File: config.mk
export PLATFORM = sky130hd
export DESIGN_NAME = traffic_phase_scheduler
export DESIGN_NICKNAME = d
export VERILOG_FILES = /design/src/rtl/traffic_phase_scheduler.sv
export SDC_FILE = /design/constraint.sdc
export NUM_CORES = 1
export LEC_CHECK = 0
export ABC_CLOCK_PERIOD_IN_PS = 4100
export CORE_MARGIN = 3
export CORE_UTILIZATION = 25
export CTS_BUF_LIST = sky130_fd_sc_hd__clkbuf_16
export CTS_CLUSTER_DIAMETER = 100
export DETAILED_ROUTE_END_ITERATION = 6
export DONT_BUFFER_PORTS = 1
export GPL_ROUTABILITY_DRIVEN = 0
export PLACE_DENSITY_LB_ADDON = 0.25
export SLEW_MARGIN = 20
export SYNTH_ARGS = -nofsm -noshare
export SYNTH_HDL_FRONTEND = slang
export SYNTH_SLANG_ARGS = --single-unit
File: constraint.sdc
create_clock -name clk -period 4.1 [get_ports clk]
set_input_delay 0.615 -clock clk [delete_from_list [all_inputs] [get_ports clk]]
set_output_delay 0.615 -clock clk [all_outputs]
set_load 0.05 [all_outputs]
File: src/rtl/traffic_phase_scheduler.sv
// Two-street intersection phase sequencer: tick prescaler, six-phase light FSM
// with per-street priority pre-emption/extension and a flashing-yellow night mode.
module traffic_phase_scheduler #(
   parameter int unsigned TICK_DIV  = 50000000,
   parameter int unsigned GREEN_T   = 25,
   parameter int unsigned YELLOW_T  = 3,
   parameter int unsigned ALLRED_T  = 1,
   parameter int unsigned MIN_GREEN = 5,
   parameter int unsigned PRI_HOLD  = 10
) (
   input  logic       clk,
   input  logic       rst_n,
   input  logic       pri_req_a,
   input  logic       pri_req_b,
   input  logic       night_mode,
   output logic [2:0] street_a,
   output logic       street_a_pri_lamp,
   output logic [2:0] street_b,
   output logic       street_b_pri_lamp,
   output logic       tick
);

   localparam int unsigned PW = (TICK_DIV > 1) ? $clog2(TICK_DIV) : 1;
   localparam logic [PW-1:0] PRE_MAX = PW'(TICK_DIV - 1);

   localparam logic [2:0] LAMP_RED = 3'b100;
   localparam logic [2:0] LAMP_YEL = 3'b010;
   localparam logic [2:0] LAMP_GRN = 3'b001;
   localparam logic [2:0] LAMP_OFF = 3'b000;

   typedef enum logic [2:0] {
      ALLRED_A = 3'd0,
      A_GREEN  = 3'd1,
      A_YELLOW = 3'd2,
      ALLRED_B = 3'd3,
      B_GREEN  = 3'd4,
      B_YELLOW = 3'd5,
      FLASH    = 3'd6
   } state_t;

   state_t        state, state_nxt;
   logic [7:0]    phase_cnt, cnt_nxt;
   logic          pri_mode, pri_nxt;
   logic          flash_on, flash_nxt;
   logic          pend_a, pend_b;
   logic          clr_a, clr_b;
   logic [PW-1:0] prescaler;
   logic [7:0]    dur;
   logic          done;
   logic          min_ok;

   assign tick = (prescaler == PRE_MAX);

   always_ff @(posedge clk or negedge rst_n) begin
      if (!rst_n) begin
         prescaler <= '0;
      end else if (tick) begin
         prescaler <= '0;
      end else begin
         prescaler <= prescaler + 1'b1;
      end
   end

   // Duration of the phase currently running; greens stretch to PRI_HOLD in priority mode.
   always_comb begin
      dur = 8'd1;
      case (state)
         ALLRED_A, ALLRED_B: dur = 8'(ALLRED_T);
         A_GREEN, B_GREEN:   dur = pri_mode ? 8'(PRI_HOLD) : 8'(GREEN_T);
         A_YELLOW, B_YELLOW: dur = 8'(YELLOW_T);
         default:            dur = 8'd1;
      endcase
   end

   assign done   = (phase_cnt == dur - 8'd1);
   assign min_ok = (phase_cnt >= 8'(MIN_GREEN - 1));

   always_comb begin
      state_nxt = state;
      cnt_nxt   = phase_cnt;
      pri_nxt   = pri_mode;
      flash_nxt = flash_on;
      clr_a     = 1'b0;
      clr_b     = 1'b0;
      if (tick) begin
         if (night_mode) begin
            if (state == FLASH) begin
               flash_nxt = !flash_on;
            end else begin
               state_nxt = FLASH;
               flash_nxt = 1'b1;
               cnt_nxt   = 8'd0;
               pri_nxt   = 1'b0;
            end
         end else begin
            cnt_nxt = phase_cnt + 8'd1;
            case (state)
               FLASH: begin
                  state_nxt = ALLRED_A;
                  cnt_nxt   = 8'd0;
                  pri_nxt   = 1'b0;
                  flash_nxt = 1'b0;
               end
               ALLRED_A: if (done) begin
                  state_nxt = A_GREEN;
                  cnt_nxt   = 8'd0;
                  pri_nxt   = pend_a;
                  clr_a     = pend_a;
               end
               // Own-street extension beats cross-street pre-emption; a priority green is never cut short.
               A_GREEN: begin
                  if (!pri_mode && pend_a) begin
                     pri_nxt = 1'b1;
                     cnt_nxt = 8'd0;
                     clr_a   = 1'b1;
                  end else if ((!pri_mode && pend_b && min_ok) || done) begin
                     state_nxt = A_YELLOW;
                     cnt_nxt   = 8'd0;
                     pri_nxt   = 1'b0;
                  end
               end
               A_YELLOW: if (done) begin
                  state_nxt = ALLRED_B;
                  cnt_nxt   = 8'd0;
               end
               ALLRED_B: if (done) begin
                  state_nxt = B_GREEN;
                  cnt_nxt   = 8'd0;
                  pri_nxt   = pend_b;
                  clr_b     = pend_b;
               end
               B_GREEN: begin
                  if (!pri_mode && pend_b) begin
                     pri_nxt = 1'b1;
                     cnt_nxt = 8'd0;
                     clr_b   = 1'b1;
                  end else if ((!pri_mode && pend_a && min_ok) || done) begin
                     state_nxt = B_YELLOW;
                     cnt_nxt   = 8'd0;
                     pri_nxt   = 1'b0;
                  end
               end
               B_YELLOW: if (done) begin
                  state_nxt = ALLRED_A;
                  cnt_nxt   = 8'd0;
               end
               default: begin
                  state_nxt = ALLRED_A;
                  cnt_nxt   = 8'd0;
                  pri_nxt   = 1'b0;
               end
            endcase
         end
      end
   end

   always_ff @(posedge clk or negedge rst_n) begin
      if (!rst_n) begin
         state     <= ALLRED_A;
         phase_cnt <= 8'd0;
         pri_mode  <= 1'b0;
         flash_on  <= 1'b0;
      end else begin
         state     <= state_nxt;
         phase_cnt <= cnt_nxt;
         pri_mode  <= pri_nxt;
         flash_on  <= flash_nxt;
      end
   end

   // Requests seen while the street already holds its priority green are absorbed.
   always_ff @(posedge clk or negedge rst_n) begin
      if (!rst_n) begin
         pend_a <= 1'b0;
         pend_b <= 1'b0;
      end else if (state == FLASH || state_nxt == FLASH) begin
         pend_a <= 1'b0;
         pend_b <= 1'b0;
      end else begin
         if (clr_a) begin
            pend_a <= 1'b0;
         end else if (pri_req_a && !(state == A_GREEN && pri_mode)) begin
            pend_a <= 1'b1;
         end
         if (clr_b) begin
            pend_b <= 1'b0;
         end else if (pri_req_b && !(state == B_GREEN && pri_mode)) begin
            pend_b <= 1'b1;
         end
      end
   end

   always_ff @(posedge clk or negedge rst_n) begin
      if (!rst_n) begin
         street_a          <= LAMP_RED;
         street_b          <= LAMP_RED;
         street_a_pri_lamp <= 1'b0;
         street_b_pri_lamp <= 1'b0;
      end else begin
         street_a          <= LAMP_RED;
         street_b          <= LAMP_RED;
         street_a_pri_lamp <= 1'b0;
         street_b_pri_lamp <= 1'b0;
         case (state)
            A_GREEN: begin
               street_a          <= LAMP_GRN;
               street_a_pri_lamp <= pri_mode;
            end
            A_YELLOW: street_a <= LAMP_YEL;
            B_GREEN: begin
               street_b          <= LAMP_GRN;
               street_b_pri_lamp <= pri_mode;
            end
            B_YELLOW: street_b <= LAMP_YEL;
            FLASH: begin
               street_a <= flash_on ? LAMP_YEL : LAMP_OFF;
               street_b <= flash_on ? LAMP_YEL : LAMP_OFF;
            end
            default: ;
         endcase
      end
   end

   // A green lamp may never coexist with a green or yellow on the cross street.
   always_ff @(posedge clk) begin
      if (rst_n) begin
         assert (!(street_a[0] && (|street_b[1:0])) && !(street_b[0] && (|street_a[1:0])));
      end
   end

endmodule

==> impl_metrics.sql <==
INSERT INTO impl_metrics (metric_group, metric, value, unit) VALUES
('status', 'status', 'completed', ''),
('global_routing', 'grt_pass1_wl', '10.8', 'mm'),
('sta', 'grt_setup_unrepaired', 'no', ''),
('clock_tree', 'tritoncts.num_buffers', '5', ''),
('synthesis', 'post_synth_inst_count', '315', ''),
('critical_path', 'critPathBufInv', '1', ''),
('floorplan', 'floorplan.die_area', '12800', 'um^2'),
('route', 'drt-initial-drc-count', '136', ''),
('synthesis', 'synth_simple_gate_area_frac', '0.260', ''),
('synthesis', 'muxShareOfSynthArea', '0.0104', ''),
('power', 'p_per_area', '287', 'nW/um^2'),
('sta', 'final.setup.tns', '0', 'ns'),
('sta', 'worst_slew_margin_rel', '0.513', ''),
('power', 'power.share.switching', '0.217', ''),
('route', 'detailroute.via_count', '2179', ''),
('clock_tree', 'post_cts_buffers', '0', ''),
('global_routing', 'grt.overflow.total', '0', ''),
('global_routing', 'antenna_found_initial', '0', ''),
('critical_path', 'worst_path_largest_cell_delay', '0.82', 'ns'),
('clock_tree', 'tritoncts', 'built', ''),
('critical_path', 'cp_common_cell', 'nor2_1', ''),
('critical_path', 'timing.critical_path.required', '4.28', 'ns'),
('critical_path', 'reg2reg_setup_slack', '0.43', 'ns'),
('power', 'sequentialPowerShare', '0.531', ''),
('critical_path', 'crit-reg2reg-capture', 'pend_b$_DFFE_PN0P_', ''),
('place', 'dpl.hpwl', '4.35', 'mm'),
('route', 'drt-wirelength-per-cell', '13.7', 'um'),
('min_path', 'hold_path_class', 'input port to asynchronous set/reset pin', ''),
('floorplan', 'height_of_the_die', '113', 'um'),
('synthesis', 'synth_largest_type_area_fraction', '0.409', ''),
('synthesis', 'synth_adder_area_share', '0.0217', ''),
('synthesis', 'synthDistinctLibCells', '60', ''),
('power', 'power.share.clock', '0.455', ''),
('synthesis', 'ys_async_sr_fraction', '1.00', ''),
('synthesis', 'synth_xor_area_frac', '0.103', ''),
('sta', 'max_freq', '272', 'MHz'),
('synthesis', 'synth_sequential_area_ratio', '0.427', ''),
('final_layout', 'final_nets', '323', ''),
('sta', 'fin_worst_skew', '0.0108', 'ns'),
('power', 'net_switching_power', '0.198', 'mW'),
('sta', 'report.final.setup_viol', '0', ''),
('clock_tree', 'cell_at_the_root_of_the_clock_tree', 'clkbuf_16', ''),
('critical_path', 'critical_path.startpoint', 'state[0]$_DFF_PN0_', ''),
('synthesis', 'postSynth.topFlopCell', 'dfrtp_1', ''),
('synthesis', 'synth-compound-area-share', '0.136', ''),
('synthesis', 'synth.net_count', '325', ''),
('sta', 'final_critical_path_time_including_i_o_delays_and_setup', '3.67', 'ns'),
('synthesis', 'synth_edf_count', '0', ''),
('critical_path', 'cells_along_the_critical_path', 'xnor2_4 -> nor2_1 -> inv_1 -> nor2_1 -> ha_1 -> ha_1 -> xnor2_2 -> nor4b_2 -> o31ai_2 -> a211oi_4 -> a41o_1 -> nand2_1 -> a211oi_2 -> nor2_1', ''),
('clock_tree', 'clock_sink_count', '49', ''),
('clock_tree', 'number_of_levels_in_the_clock_h_tree', '2', ''),
('floorplan', 'dieWidth', '113', 'um'),
('synthesis', 'warning_count_from_the_yosys_run', '0', ''),
('route', 'routed_wl', '6.20', 'mm'),
('floorplan', 'io_pins', '14', ''),
('synthesis', 'yosys-top-cells-area', 'dfrtp_1 41%, nor2_1 5.5%, xor2_1 5.5%, nand2_1 5.1%, xnor2_1 3.3%', ''),
('final_layout', 'share_of_layout_cells_above_drive_strength_1', '0.105', ''),
('route', 'drt_pre_antenna_iters', '4', ''),
('floorplan', 'floorplan.initialDensity', '0.261', ''),
('sta', 'hold_ws', '0.0165', 'ns'),
('critical_path', 'crit_reg_reg_startpoint', 'state[0]$_DFF_PN0_', ''),
('critical_path', 'slowest_stage', 'dfrtp_1', ''),
('critical_path', 'timing_worst_setup_path_type', 'flop to flop', ''),
('final_layout', 'antenna-diode-count', '0', ''),
('clock_tree', 'clk_pin_slew', '0.07', 'ns'),
('power', 'total_power_of_the_final_layout', '0.914', 'mW'),
('synthesis', 'mean_syn_cell_area', '9.14', 'um^2'),
('sta', 'period_share', '0.896', ''),
('power', 'p_comb_frac', '0.014', ''),
('sta', 'slew_at_the_pin_with_the_worst_max_slew_slack', '0.730', 'ns'),
('power', 'p_leak', '1.33', 'nW');
==> power groups by stage <==
stage	sequential (mW)	clock (mW)	combinational [mW]
floorplan	0.493	0	0.00679
global placement	0.495	0	0.00604
detailed placement	0.495	0	0.00574
CTS	0.485	0.430	0.00576
global route	0.485	0.452	0.0150
finish	0.485	0.415	0.0131
==> per-stage QoR <==
stage | instances | util | setup WS [ns] | instance area [um^2]
after floorplan | 315 | - | 0.527 | 2880
final | 454 | 0.289 | 0.427 | 3180
after CTS | 453 | 0.287 | 0.417 | 3160
after detailed placement | 445 | 0.274 | 0.432 | 3020
after global placement | 445 | 0.274 | 0.537 | 3020
after global routing | 454 | 0.289 | 0.0434 | 3180
==> cell type report <==
type                       instances  area (um^2)
inverter                          15         56.3
sequential                        49         1230
clock inverter                     3         21.3
tap                              140          175
timing repair buffer               4         42.5
multi-input combinational        238         1540
fill                            1163         7850
clock buffer                       5          125
==> Yosys cell counts, types with 3 or more instances <==
master and instances:
dfrtp_1 47, nor2_1 42, nand2_1 39, a21oi_1 19
nand3_1 19, xor2_1 18, inv_1 14, xnor2_1 11
nand4_1 7, nor3_1 7, o21ai_0 7, clkbuf_1 6
o21ai_1 6, ha_1 5, and3_1 4, buf_2 4
nor2b_1 4, mux2i_1 3, or3_1 3
==> state kept, by name, summed over array words and instances (netlist names) <==
signal and cells:
street_b 3, phase_cnt 8, street_a_pri_lamp 1, pri_mode 1, pend_b 1, state 3
street_b_pri_lamp 1, flash_on 1, street_a 3, pend_a 1, prescaler 26
==> timing repair <==
item | in CTS | in global routing
hold endpoints to repair | 0 | 27
hold buffers | 0 | 1
resized for setup | 0 | 0
==> cell families after synthesis <==
logic type,Yosys count
xor gates and xnor gates,31
muxes,3
and+or+nand+nor,144
adders and majority gates,5
buffers and inverters,28
DFF,49
AOI/OAI and AO/OA,55
==> cells in the final DEF (no fill, tap or decap), types with 3 or more instances in the layout <==
cell       netlist  routed
nand2_1         39      39
nor2b_1          4       4
inv_1           14      14
buf_4            1       3
dfrtp_1         47      47
xor2_1          18      18
xnor2_1         11      11
clkbuf_16        0       5
and3_1           4       4
ha_1             5       5
nor2_1          42      42
nand3_1         19      19
nand4_1          7       7
mux2i_1          3       3
o21ai_1          6       6
nor3_1           7       7
or3_1            3       3
o21ai_0          7       7
a21oi_1         19      19
==> worst max path at each step <==
stage | slack (ns) | end | depth (start not counted)
global placement | 0.54 | pend_b$_DFFE_PN0P_ | 14
CTS | 0.42 | pend_b$_DFFE_PN0P_ | 14
global route | 0.04 | pend_b$_DFFE_PN0P_ | 14
detailed placement | 0.43 | pend_b$_DFFE_PN0P_ | 14
floorplan | 0.53 | tick | 3
finish | 0.43 | pend_b$_DFFE_PN0P_ | 14
==> per-layer routing <==
metal / vias to the layer above / wire length [um] / GRT usage
met3: 7 / 276 / 0.0257
met2: 45 / 2910 / 0.167
met1: 1044 / 2930 / 0.134
li1: 1083 / - / -
met5: - / 0 / 0
met4: 0 / 88 / 0.0353
(Power assumes the default switching activity.)
